### config.mk
export PLATFORM = sky130hd
export DESIGN_NAME = hazard_control
export DESIGN_NICKNAME = d
export VERILOG_FILES = /design/src/rtl/pipe_pkg.sv /design/src/rtl/load_use_detect.sv /design/src/rtl/hazard_control.sv
export SDC_FILE = /design/constraint.sdc
export NUM_CORES = 1
export LEC_CHECK = 0
export ABC_CLOCK_PERIOD_IN_PS = 1400
export CORE_AREA = 5 5 43 52
export CTS_CLUSTER_DIAMETER = 30
export CTS_CLUSTER_SIZE = 12
export DETAILED_ROUTE_END_ITERATION = 10
export DIE_AREA = 0 0 48 57
export PLACE_DENSITY = 0.78
export SYNTH_ARGS = -nofsm -noshare
export SYNTH_HDL_FRONTEND = slang
export SYNTH_SLANG_ARGS = --single-unit
### constraint.sdc
create_clock -name clk -period 1.4 [get_ports clk]
set_input_delay 0.28 -clock clk [delete_from_list [all_inputs] [get_ports clk]]
set_output_delay 0.28 -clock clk [all_outputs]
set_load 0.03 [all_outputs]
### src/rtl/pipe_pkg.sv
// Shared pipeline definitions: hazard controller state encoding, register index width
// and the canonical NOP that IF/ID flush consumers load.
package pipe_pkg;

  localparam int unsigned REG_ADDR_W = 5;
  localparam logic [31:0] NOP_INST   = 32'h00000013;

  typedef enum logic [1:0] {
    RUN        = 2'd0,
    LOAD_STALL = 2'd1,
    MEM_WAIT   = 2'd2
  } hz_state_t;

endpackage

### src/rtl/load_use_detect.sv
// Combinational load-use detector: EX holds a load whose destination the ID
// instruction actually reads (x0 never creates a dependency).
module load_use_detect #(
  parameter int unsigned REG_ADDR_W = 5
) (
  input  logic [REG_ADDR_W-1:0] rs1_id,
  input  logic [REG_ADDR_W-1:0] rs2_id,
  input  logic                  use_rs1_id,
  input  logic                  use_rs2_id,
  input  logic [REG_ADDR_W-1:0] rd_ex,
  input  logic                  MemRead_ex,
  output logic                  load_use
);

  assign load_use = MemRead_ex && (rd_ex != {REG_ADDR_W{1'b0}}) &&
                    ((use_rs1_id && (rd_ex == rs1_id)) ||
                     (use_rs2_id && (rd_ex == rs2_id)));

endmodule

### src/rtl/hazard_control.sv
// Pipeline hazard/stall controller: memory freeze, branch flush, one-bubble load-use stall.
// Optional performance counters are enabled by defining HAZARD_PERF_CNT_EN.
module hazard_control
  import pipe_pkg::*;
#(
  parameter int unsigned REG_ADDR_W   = pipe_pkg::REG_ADDR_W,
`ifdef HAZARD_PERF_CNT_EN
  parameter int unsigned CNT_W        = 32,
`endif
  parameter int unsigned MEM_WAIT_MAX = 16
) (
  input  logic                  clk,
  input  logic                  reset,
  input  logic [REG_ADDR_W-1:0] rs1_id,
  input  logic [REG_ADDR_W-1:0] rs2_id,
  input  logic                  use_rs1_id,
  input  logic                  use_rs2_id,
  input  logic [REG_ADDR_W-1:0] rd_ex,
  input  logic                  MemRead_ex,
  input  logic                  branch_taken_ex,
  input  logic                  mem_busy,
`ifdef HAZARD_PERF_CNT_EN
  output logic [CNT_W-1:0]      stall_cycles,
  output logic [CNT_W-1:0]      flush_count,
  output logic [CNT_W-1:0]      load_use_count,
`endif
  output logic                  PCWrite,
  output logic                  IF_ID_Write,
  output logic                  IF_ID_flush,
  output logic                  ID_EX_bubble,
  output logic                  EX_MEM_Write,
  output logic                  mem_timeout
);

  localparam int unsigned WAIT_W = $clog2(MEM_WAIT_MAX + 1);
  localparam logic [WAIT_W-1:0] WAIT_MAX = WAIT_W'(MEM_WAIT_MAX);

  hz_state_t         state, next_state;
  logic              load_use;
  logic [WAIT_W-1:0] wait_cnt, wait_cnt_next;
  logic              timeout_r;

  load_use_detect #(.REG_ADDR_W(REG_ADDR_W)) u_lud (
    .rs1_id     (rs1_id),
    .rs2_id     (rs2_id),
    .use_rs1_id (use_rs1_id),
    .use_rs2_id (use_rs2_id),
    .rd_ex      (rd_ex),
    .MemRead_ex (MemRead_ex),
    .load_use   (load_use)
  );

  // State register
  always_ff @(posedge clk or posedge reset) begin
    if (reset) begin
      state <= RUN;
    end else begin
      state <= next_state;
    end
  end

  // Next-state logic; memory freeze outranks branch, branch outranks load-use
  always_comb begin
    next_state = RUN;
    if (mem_busy) begin
      next_state = MEM_WAIT;
    end else if (branch_taken_ex) begin
      next_state = RUN;
    end else if (load_use && (state != LOAD_STALL)) begin
      next_state = LOAD_STALL;
    end else begin
      next_state = RUN;
    end
  end

  // Mealy outputs; reset forces the flush/bubble safe values asynchronously
  always_comb begin
    PCWrite      = 1'b1;
    IF_ID_Write  = 1'b1;
    IF_ID_flush  = 1'b0;
    ID_EX_bubble = 1'b0;
    EX_MEM_Write = 1'b1;
    if (reset) begin
      PCWrite      = 1'b0;
      IF_ID_Write  = 1'b0;
      IF_ID_flush  = 1'b1;
      ID_EX_bubble = 1'b1;
      EX_MEM_Write = 1'b0;
    end else if (mem_busy) begin
      PCWrite      = 1'b0;
      IF_ID_Write  = 1'b0;
      EX_MEM_Write = 1'b0;
    end else if (branch_taken_ex) begin
      IF_ID_flush  = 1'b1;
      ID_EX_bubble = 1'b1;
    end else if (load_use && (state != LOAD_STALL)) begin
      PCWrite      = 1'b0;
      IF_ID_Write  = 1'b0;
      ID_EX_bubble = 1'b1;
    end else begin
      PCWrite      = 1'b1;
    end
  end

  // Busy-cycle count; counting starts on the cycle that enters MEM_WAIT, so it is zero elsewhere
  always_comb begin
    wait_cnt_next = {WAIT_W{1'b0}};
    if (mem_busy) begin
      wait_cnt_next = (wait_cnt == WAIT_MAX) ? WAIT_MAX : wait_cnt + WAIT_W'(1);
    end else begin
      wait_cnt_next = {WAIT_W{1'b0}};
    end
  end

  // Wait counter and sticky timeout flag
  always_ff @(posedge clk or posedge reset) begin
    if (reset) begin
      wait_cnt  <= {WAIT_W{1'b0}};
      timeout_r <= 1'b0;
    end else begin
      wait_cnt <= wait_cnt_next;
      if (wait_cnt_next == WAIT_MAX) begin
        timeout_r <= 1'b1;
      end
    end
  end

  assign mem_timeout = timeout_r;

`ifdef HAZARD_PERF_CNT_EN
  // Performance counters, wrapping modulo 2^CNT_W
  always_ff @(posedge clk or posedge reset) begin
    if (reset) begin
      stall_cycles   <= {CNT_W{1'b0}};
      flush_count    <= {CNT_W{1'b0}};
      load_use_count <= {CNT_W{1'b0}};
    end else begin
      if (!PCWrite) begin
        stall_cycles <= stall_cycles + CNT_W'(1);
      end
      if (IF_ID_flush) begin
        flush_count <= flush_count + CNT_W'(1);
      end
      if ((next_state == LOAD_STALL) && (state != LOAD_STALL)) begin
        load_use_count <= load_use_count + CNT_W'(1);
      end
    end
  end
`endif

endmodule

## Word-level counts from Yosys, hierarchy flattened

Cells that the tools add are included.

- Input bits: 22
- Logic and storage cells: 34
- Bits in registers: 8

- Eq/ne operators: 5
- Multiplexer cells: 18
- Reduce and logical (&&, ||, !) cells: 7
- Add/sub/neg operators: 1

Operators with widths:

| operator | number |
|---|---|
| two-way mux 1 bit | 15 |
| == test 5 bit | 2 |
| == test 5 bit, second input constant | 2 |
| two-way mux 5 bit | 2 |
| adder 5 x 1 -> 5 bit, second input constant | 1 |
| logical AND 1 bit | 5 |
| nonzero test 5 bit | 1 |
| two-way mux 2 bit | 1 |
| inequality test 2 x 1 -> 1 bit, second input constant | 1 |
| logical OR 1 bit | 1 |

## Logic depth before layout (Yosys ltp)

Gate-level depths: netlist (run 1).

- Word-level depth: 9
- Gate-level depth with buffers: 6
- Depth with buffers taken out: 6

## Modules after synthesis

Synthesis (run 1) repeated with hierarchy kept, for this count alone.

- Cell total of the unflattened synthesis: 64
- Area total of the unflattened synthesis: 570.5 um2

By module, submodules not included:

| module | area each (um2) | times used | cells an instance |
|---|---|---|---|
| hazard_control | 436.7 | 1 | 47 |
| load_use_detect | 133.9 | 1 | 17 |

## Worst setup path before layout (run 1)

Ideal clock, no wire load.

- Kind: input-to-output
- Start point: in rd_ex[3]
- End point: out ID_EX_bubble
- Setup slack: -0.524 ns
- Arrival: 1.644 ns
- Data required time: 1.120 ns
- Cell stages on the path: 4
- Cells stage by stage: xor2_1 nor4_2 a32oi_1 o31ai_1

- Word-level cells in the longest chain between the ends: 9
- Elaborated cells on any way between the ends: 13
- Classes of those cells: eq/ne (2); mux (4); reduce/logical (7)

Ends and longest elaborated chain:

| what | line | source |
|---|---|---|
| start: declaration | hazard_control.sv:18 | `input logic [REG_ADDR_W-1:0] rd_ex,` |
| == test 5 bit, on equally long branches | load_use_detect.sv:16, load_use_detect.sv:17 |  |
| logical AND 1 bit, on equally long branches | load_use_detect.sv:16, load_use_detect.sv:17 |  |
| logical OR 1 bit | load_use_detect.sv:16 | `((use_rs1_id && (rd_ex == rs1_id)) \|\|` |
| logical AND 1 bit (*) | load_use_detect.sv:15 | `assign load_use = MemRead_ex && (rd_ex != {REG_ADDR_W{1'b0}}) &&` |
| logical AND 1 bit (*) | hazard_control.sv:96 | `end else if (load_use && (state != LOAD_STALL)) begin` |
| two-way mux 1 bit (*) | hazard_control.sv:96 |  |
| two-way mux 1 bit (*) | hazard_control.sv:93 | `end else if (branch_taken_ex) begin` |
| two-way mux 1 bit (*) | hazard_control.sv:89 | `end else if (mem_busy) begin` |
| two-way mux 1 bit (*) | hazard_control.sv:83 | `if (reset) begin` |
| end: declaration | hazard_control.sv:30 | `output logic ID_EX_bubble,` |

Mark *: on every way between the ends. The rest lies on a longest branch, timed or not.

## Worst setup path after layout (run 1)

- Start point: in rd_ex[4]
- End point: out IF_ID_Write

- Word-level cells in the longest chain between the ends: 9
- Elaborated cells on any way between the ends: 13
- Classes of those cells: eq/ne (2); mux (4); reduce/logical (7)

Ends and longest elaborated chain:

| what | line | source |
|---|---|---|
| == test 5 bit, on equally long branches | load_use_detect.sv:16, load_use_detect.sv:17 |  |
| logical AND 1 bit, on equally long branches | load_use_detect.sv:16, load_use_detect.sv:17 |  |
| logical OR 1 bit | load_use_detect.sv:16 |  |
| logical AND 1 bit (*) | load_use_detect.sv:15 |  |
| logical AND 1 bit (*) | hazard_control.sv:96 |  |
| two-way mux 1 bit (*) | hazard_control.sv:96 |  |
| two-way mux 1 bit (*) | hazard_control.sv:93 |  |
| two-way mux 1 bit (*) | hazard_control.sv:89 |  |
| two-way mux 1 bit (*) | hazard_control.sv:83 |  |
| end: declaration | hazard_control.sv:28 | `output logic IF_ID_Write,` |

Marked as above.

==> results of run 1 <==
## cell usage in the layout (no fill, tap or decap), drive strengths merged
cell type,count
a21oi,1
a32oi,1
a41o,1
and2,3
buf,23
clkbuf,6
clkdlybuf4s15,2
clkdlybuf4s50,3
dfrtp,8
dlygate4sd2,5
dlymetal6s2s,1
ha,2
inv,6
nand2,2
nand3,2
nand3b,1
nor2,4
nor4,3
o221ai,1
o31a,2
o31ai,2
or4,1
xnor2,4
xor2,9
## cells by family (layout without fill, tap and decap cells)
family                   after synthesis  in the layout  synth area share
XOR/XNOR                              13             13             0.208
buffers and inverters                  7             46            0.0549
AO/OA/AOI/OAI                          8              8             0.151
adder cells (fa/ha/maj)                2              2            0.0458
AND/OR/NAND/NOR                       16             16             0.174
flip-flops                             8              8             0.366
## flip-flops by register name (all words and copies together), names as in the netlist
register	count
state	2
wait_cnt	5
mem_timeout	1
## worst max path at each step
stage | from | endpoint
floorplan | rd_ex[1] | PCWrite
global placement | rd_ex[3] | PCWrite
detailed placement | rd_ex[3] | IF_ID_Write
CTS | rd_ex[4] | IF_ID_Write
global route | rd_ex[4] | PCWrite
finish | rd_ex[4] | IF_ID_Write
## per-layer routing
layer,track usage,vias to the layer above,routed length (um)
li1,-,264,-
met1,0.124,253,562
met5,0,-,0
met2,0.206,26,798
met3,0.0379,7,157
met4,0.0692,0,35
## final cells by class
class                           instances  area [um^2]
Clock buffer                            3         22.5
Fill cell                             165          777
Inverter                                6         22.5
Multi-Input combinational cell         39          382
Sequential cell                         8          201
Tap cell                               19         23.8
Timing Repair Buffer                   37          315
## worst register-to-register path, stage by stage, from the launching register on
cell      delay (ns)
dfrtp_2         0.43
ha_2            0.22
xnor2_2         0.14
nand3b_1        0.09
nand2_1         0.06
a41o_1          0.22
## what timing repair did
item | 4_1_cts | 5_1_grt
gates resized for setup | 69 | 13
cloned | 0 | 0
setup endpoints to repair | 7 | 5
pin swaps | 12 | 9
setup buffers | 2 | 1
## power breakdown
part / internal (mW) / total (mW) / switching [mW]
logic: 0.114 / 0.211 / 0.0972
registers: 0.241 / 0.251 / 0.00998
clock network: 0.0979 / 0.174 / 0.0762
==> impl_metrics.yaml, run 1 <==
critical_path:
  rr_startpoint: "wait_cnt[0]"
  r2r_cells: 5
  cp.depth: 5
  cp_top_family: "simple AND/OR/NAND/NOR gates"
  cp_max_fo: 3
  r2r_slack_ns: 0.14
  worst-setup-path-type: "primary input to primary output"
  cp_cell_sequence: "buf_8, or4_4, o221ai_4, o31a_1, buf_6"
  cp.buffers_inverters: 2
  worstPathArrival_ns: 1.49
  cp_slowest_cell: "or4_4"
  slowest_delay_ns: 0.55
  start_kind: "primary input"
  endpoint_kind: "primary output"
  r2r-end: "mem_timeout"
  critical_path_required_ns: 1.12
synthesis:
  synth_area_leader_cell: "dfrtp_1"
  synth-edff-count: 0
  ys_warn_count: 0
  syn-cell-area_um2: 547
  synth_top_area_share: 0.366
  synth_ff_type: "dfrtp_1"
  postSynthNetCount: 78
  ys_types: 21
  synth_area_per_cell_um2: 10.1
  synth.area.top_cells: "dfrtp_1 37%, xor2_1 14%, xnor2_1 6.4%"
  synthTopCellsByCount: "9 x xor2_1, 8 x dfrtp_1, 6 x inv_1, 4 x nor2_1, 4 x xnor2_1"
  yosysSeqAreaShare: 0.366
  synth-seq-cells: 8
  syn_inst: 54
  synth.most_common_cell: "xor2_1"
  synthArstFlopShare: 1.00
clock_network:
  insertion_delay_ns: 0.25
  clk_pin_slew_ns: 0.05
  clock_sinks: 8
  clockRootBuffer: "clkbuf_4"
  h-tree-depth: 1
  postCtsHoldBufs: 0
  cts_tree: "built"
  cts_buffers: 3
  clock_path_buffers: 2
placed_design:
  gp_congestion: 0.704
  dp_slack_ns: -0.775
  dpl.cell_count: 106
  post-dp-hpwl_um: 1240
  portBuffers: 27
  postPlaceCellArea_um2: 881
sta:
  min_period_ns: 1.77
  finalSetupViolCount: 3
  finalCritPeriodShare: 1.27
  rsz0062_at_grt: "true"
  max_slew_margin: 0.801
  holdWs_ns: 0.263
  max_freq_ghz: 0.565
  tns_ns: -1.08
  hold_viol_final: 0
  fin_ws_ns: -0.371
  tightest_slew_ns: 0.296
  clock_skew_ns: 0.00218
  maxSlewViolCount: 0
layout:
  post-route-util: 0.555
  area_delta_synth_final_pct: 76.9
  antennaDiodeCount: 0
  layout-drive-gt1-share: 0.484
  stdcell_area_um2: 967
  fin_nets: 119
  layoutNonFillerInstCount: 112
global_route:
  grt_antenna_before_repair: 0
  track_usage: 0.122
  grt_pass1_wl_um: 2320
  grt_overflow: 0
  grt_pass1_vias: 569
  grt_max_degree: 9
die:
  fp.dieArea_um2: 2740
  initial_utilization: 0.313
  die_h_um: 57
  die_x_um: 48
  core_area_um2: 1740
  rows: 17
  ios: 28
hold_path:
  hold_path.class: "primary input to asynchronous set/reset pin"
detailed_routing:
  ant_nets: 0
  drt-wirelength-per-cell_um: 13.9
  detail_route.first_pass.iterations: 4
  drt_wl_total_um: 1550
  drc: 0
  viasPerCell: 4.91
  drt_iter0_drc: 6
  vias: 550
pwr:
  p_leak_nw: 0.458
  p_total_mw: 0.636
  ir_drop_uv: 493
  powerDensity_nw_per_um2: 657
outcome:
  outcome: "finished with violations"
  violations: "negative setup slack"
flow_run:
  maxCapViolations: 0
Power figures use the tool's default switching activity.
==> run 2, diff against run 1 <==
--- a/config.mk
+++ b/config.mk
@@ -6,12 +6,12 @@
 export NUM_CORES = 1
 export LEC_CHECK = 0
 export ABC_CLOCK_PERIOD_IN_PS = 1400
-export CORE_AREA = 5 5 43 52
+export CORE_AREA = 5 5 44 54
 export CTS_CLUSTER_DIAMETER = 30
 export CTS_CLUSTER_SIZE = 12
 export DETAILED_ROUTE_END_ITERATION = 10
-export DIE_AREA = 0 0 48 57
-export PLACE_DENSITY = 0.78
+export DIE_AREA = 0 0 49 59
+export PLACE_DENSITY = 0.74
 export SYNTH_ARGS = -nofsm -noshare
 export SYNTH_HDL_FRONTEND = slang
 export SYNTH_SLANG_ARGS = --single-unit
==> impl_metrics.yaml, run 2 (same netlist as run 1, synthesis figures left out) <==
outcome:
  outcome: "finished with violations"
  violations: "negative setup slack"
detailed_routing:
  drt-wirelength-per-cell_um: 15.5
  viasPerCell: 4.97
  ant_nets: 0
  drc: 0
  drt_wl_total_um: 1730
  drt_iter0_drc: 13
  vias: 557
  detail_route.first_pass.iterations: 4
sta:
  finalCritPeriodShare: 1.31
  finalSetupViolCount: 3
  fin_ws_ns: -0.432
  clock_skew_ns: 0.00546
  maxSlewViolCount: 0
  hold_viol_final: 0
  rsz0062_at_grt: "true"
  tightest_slew_ns: 0.329
  max_slew_margin: 0.779
  min_period_ns: 1.83
  max_freq_ghz: 0.546
placed_design:
  portBuffers: 27
  gp_congestion: 0.718
  postPlaceCellArea_um2: 888
  post-dp-hpwl_um: 1320
critical_path:
  r2r_cells: 5
  endpoint_kind: "primary output"
  r2r_slack_ns: 0.08
  critPathCapture: "PCWrite"
  r2r-end: "mem_timeout"
  cp_max_fo: 3
  critical_path_required_ns: 1.12
  worstPathArrival_ns: 1.55
  start_kind: "primary input"
  critPathLaunch: "rd_ex[1]"
  worst-setup-path-type: "primary input to primary output"
  rr_startpoint: "wait_cnt[0]"
global_route:
  track_usage: 0.130
  grt_pass1_wl_um: 2960
  grt_max_degree: 9
  grt_overflow: 0
  grt_pass1_vias: 611
  grt_antenna_before_repair: 0
clock_network:
  h-tree-depth: 1
  insertion_delay_ns: 0.25
  clock_path_buffers: 2
  cts_tree: "built"
  clockRootBuffer: "clkbuf_4"
  clk_pin_slew_ns: 0.05
  postCtsHoldBufs: 0
  cts_buffers: 3
  clock_sinks: 8
die:
  core_area_um2: 1790
  rows: 17
  die_h_um: 59
  ios: 28
  initial_utilization: 0.306
  die_x_um: 49
  fp.dieArea_um2: 2890
layout:
  largest_register: "wait_cnt"
  layout-drive-gt1-share: 0.430
  area_delta_synth_final_pct: 80.3
  fillers: 163
  largest_reg_flops: 5
  layout_common_cells: "10 x buf_4, 8 x xor2_1, 7 x dfrtp_1"
  layout_commonest_cell: "buf_4"
  fin_nets: 119
  antennaDiodeCount: 0
  stdcell_area_um2: 986
hold_path:
  hold_path.class: "primary input to asynchronous set/reset pin"
pwr:
  powerDensity_nw_per_um2: 650
  ir_drop_uv: 431
  p_total_mw: 0.641
  p_leak_nw: 0.454
flow_run:
  maxCapViolations: 0
[run 2: layout make-up]
| class | instances | area [um^2] | area share |
|---|---|---|---|
| Tap cell | 19 | 23.8 | 0.0241 |
| Timing Repair Buffer | 37 | 332 | 0.336 |
| Sequential cell | 8 | 201 | 0.204 |
| Inverter | 6 | 22.5 | 0.0228 |
| Multi-Input combinational cell | 39 | 384 | 0.390 |
| Clock buffer | 3 | 22.5 | 0.0228 |
[run 2: repair_timing]
action                     in CTS  in global routing
pin swaps                      15                  4
gates cloned                    0                  0
setup endpoints to repair       7                  6
setup buffers                   3                  0
resized for setup              62                 12
hold endpoints to repair        0                  0
[run 2: how the worst min path moves through the flow]
stage | slack [ns] | startpoint | end | cells past startpoint
2_1_floorplan | 0.1 | reset | mem_timeout | 1
3_3_place_gp | 0.45 | mem_timeout | mem_timeout | 1
3_5_place_dp | 0.47 | mem_timeout | mem_timeout | 1
4_1_cts | 0.28 | reset | wait_cnt[4] | 3
5_1_grt | 0.29 | reset | wait_cnt[4] | 3
6_report | 0.27 | reset | wait_cnt[4] | 3
[run 2: metrics by stage]
step | hold WS (ns) | utilization | setup slack, ns | cells | TNS (ns)
detailed placement | 0.471 | 0.497 | -0.785 | 107 | -3.59
floorplan | 0.0957 | - | -0.428 | 54 | -0.950
global placement | 0.453 | 0.497 | -0.773 | 107 | -3.45
CTS | 0.278 | 0.539 | -0.400 | 113 | -1.19
global route | 0.294 | 0.552 | -0.485 | 112 | -1.40
finish | 0.271 | 0.552 | -0.432 | 112 | -1.24
[run 2: where the power goes]
| part | switching [mW] | leakage [nW] | internal [mW] | total (mW) |
|---|---|---|---|---|
| Sequential | 0.0105 | 0.106 | 0.241 | 0.251 |
| Combinational | 0.101 | 0.335 | 0.118 | 0.219 |
| Clock | 0.0733 | 0.0138 | 0.0978 | 0.171 |
[run 2: worst max-delay path, stage by stage]
cell,delay [ns]
buf_8,0.10
xor2_2,0.17
nor4_2,0.34
a32oi_2,0.19
o31a_1,0.31
buf_6,0.15
[run 2: metal layers]
metal  vias to the layer above  share of wire  global-route usage
met4                         0          0.012              0.0385
met2                        27           0.48               0.218
met3                         2          0.098              0.0529
met1                       262           0.41               0.152
li1                        266              -                   -
met5                         -              0                   0
==> run 3, diff against run 2 <==
--- a/config.mk
+++ b/config.mk
@@ -12,6 +12,7 @@
 export DETAILED_ROUTE_END_ITERATION = 10
 export DIE_AREA = 0 0 49 59
 export PLACE_DENSITY = 0.74
+export REMOVE_ABC_BUFFERS = 1
 export SYNTH_ARGS = -nofsm -noshare
 export SYNTH_HDL_FRONTEND = slang
 export SYNTH_SLANG_ARGS = --single-unit
==> constraint.sdc (replaced) <==
create_clock -name clk -period 1.4 [get_ports clk]
set_input_delay 0.28 -clock clk [delete_from_list [all_inputs] [get_ports clk]]
set_output_delay 0.28 -clock clk [all_outputs]
set_load 0.005 [all_outputs]
==> impl_metrics.yaml, run 3 (same netlist as run 1, synthesis figures left out) <==
outcome:
  outcome: "finished with violations"
  violations: "negative hold slack, negative setup slack"
clock_network:
  clockRootBuffer: "clkbuf_4"
  cts_tree: "built"
  clock_path_buffers: 2
  cts_buffers: 3
  postCtsHoldBufs: 0
  clk_pin_slew_ns: 0.06
  h-tree-depth: 1
  clock_sinks: 8
  insertion_delay_ns: 0.27
die:
  rows: 17
  die_h_um: 59
  core_area_um2: 1790
  fp.dieArea_um2: 2890
  die_x_um: 49
  initial_utilization: 0.306
  ios: 28
global_route:
  grt_use_met1: 0.124
  grt_max_degree: 9
  met2_usage: 0.188
  grt_use_met3: 0.0504
  grt.busiest_layer: "met2"
  track_usage: 0.114
  grt_antenna_before_repair: 0
  grt_pass1_vias: 566
  grt_overflow: 0
  grt_pass1_wl_um: 2510
sta:
  min_period_ns: 1.69
  max_freq_ghz: 0.592
  finalSetupViolCount: 3
  holdWs_ns: -0.0183
  hold_viol_final: 8
  tightest_slew_ns: 0.315
  fin_ws_ns: -0.289
  finalCritPeriodShare: 1.21
  max_slew_margin: 0.788
  rsz0062_at_grt: "true"
  maxSlewViolCount: 0
  clock_skew_ns: 0.00360
critical_path:
  slowest_delay_ns: 0.54
  r2r_cells: 6
  endpoint_kind: "primary output"
  worstPathArrival_ns: 1.41
  cp_cell_sequence: "buf_6, or4_4, o221ai_4, buf_6, o31ai_1, buf_2"
  cp_slowest_cell: "or4_4"
  start_kind: "primary input"
  cp_common_cell: "buf_6"
  worst-setup-path-type: "primary input to primary output"
  critical_path_required_ns: 1.12
  cp_max_fo: 3
layout:
  antennaDiodeCount: 0
  layoutNonFillerInstCount: 113
  largest_register: "wait_cnt"
  area_delta_synth_final_pct: 68.4
  fin_nets: 120
  layout_common_cells: "10 x buf_2, 10 x buf_4, 8 x xor2_1"
  post-route-util: 0.515
  layout-drive-gt1-share: 0.426
  largest_reg_flops: 5
placed_design:
  gp_congestion: 0.811
  dp_slack_ns: -1.08
  portBuffers: 27
  post-dp-hpwl_um: 1230
  dpl.cell_count: 105
detailed_routing:
  drt-wirelength-per-cell_um: 14.0
  vias: 534
  drt_iter0_drc: 6
  viasPerCell: 4.73
  detail_route.first_pass.iterations: 4
  drt_wl_total_um: 1580
  drc: 0
  ant_nets: 0
pwr:
  ir_drop_uv: 441
  p_total_mw: 0.612
  p_leak_nw: 0.448
  powerDensity_nw_per_um2: 664
hold_path:
  hold_path.class: "primary input to asynchronous set/reset pin"
flow_run:
  maxCapViolations: 0
[run 3: cell types whose count changed in the layout (fill, tap and decap cells not counted), sizes merged]
| cell | before | now |
|---|---|---|
| clkbuf | 5 | 4 |
| buf | 21 | 26 |
| clkdlybuf4s15 | 4 | 2 |
| dlymetal6s2s | 0 | 1 |
| clkdlybuf4s50 | 5 | 3 |
[run 3: metrics by stage]
step	hold WS, ns	instance area, um^2	setup TNS (ns)
after global placement	0.464	878	-4.65
after global routing	0.00735	921	-0.962
after detailed placement	0.489	878	-4.78
after CTS	0.152	892	-1.07
final	-0.0183	921	-0.814
after floorplan	0.0957	539	-0.123
[run 3: final timing paths]
| path | from | endpoint | slack [ns] |
|---|---|---|---|
| max in group asynchronous | reset | wait_cnt[0] | 1.16 |
| worst max-delay path | rd_ex[3] | ID_EX_bubble | -0.29 |
| worst min-delay path | reset | state[1] | -0.02 |
| worst max register to register | wait_cnt[0] | mem_timeout | 0.12 |
| min in group clk | mem_busy | state[0] | 0.26 |
| worst min register to register | wait_cnt[0] | wait_cnt[0] | 0.48 |
[run 3: metal layers]
layer	wire length, um	up-vias	share of wire
li1	-	267	-
met1	636	240	0.40
met2	780	24	0.49
met3	133	3	0.084
met4	29	0	0.018
met5	0	-	0
[run 3: where the power goes]
group	switching, mW	total, mW	internal (mW)
clock	0.0880	0.187	0.0987
sequential	0.0104	0.251	0.241
combinational	0.0713	0.174	0.103
total	0.170	0.612	0.442
[run 3: area by class of cell]
cell class                 count  area, um^2
clock buffer                   3        22.5
fill                         176         866
inverter                       6        22.5
multi-input combinational     39         347
sequential                     8         201
tap                           19        23.8
timing repair buffer          38         304
[run 3: critical path: cells and delay by family]
kind	cells	cell delay, ns
compound gates	2	0.23
buf+inv	3	0.36
simple gates	1	0.54
[run 3: what timing repair did]
action	CTS	global route
setup endpoints to repair	7	7
setup buffers	4	1
gates resized for setup	75	13
pin swaps	16	2
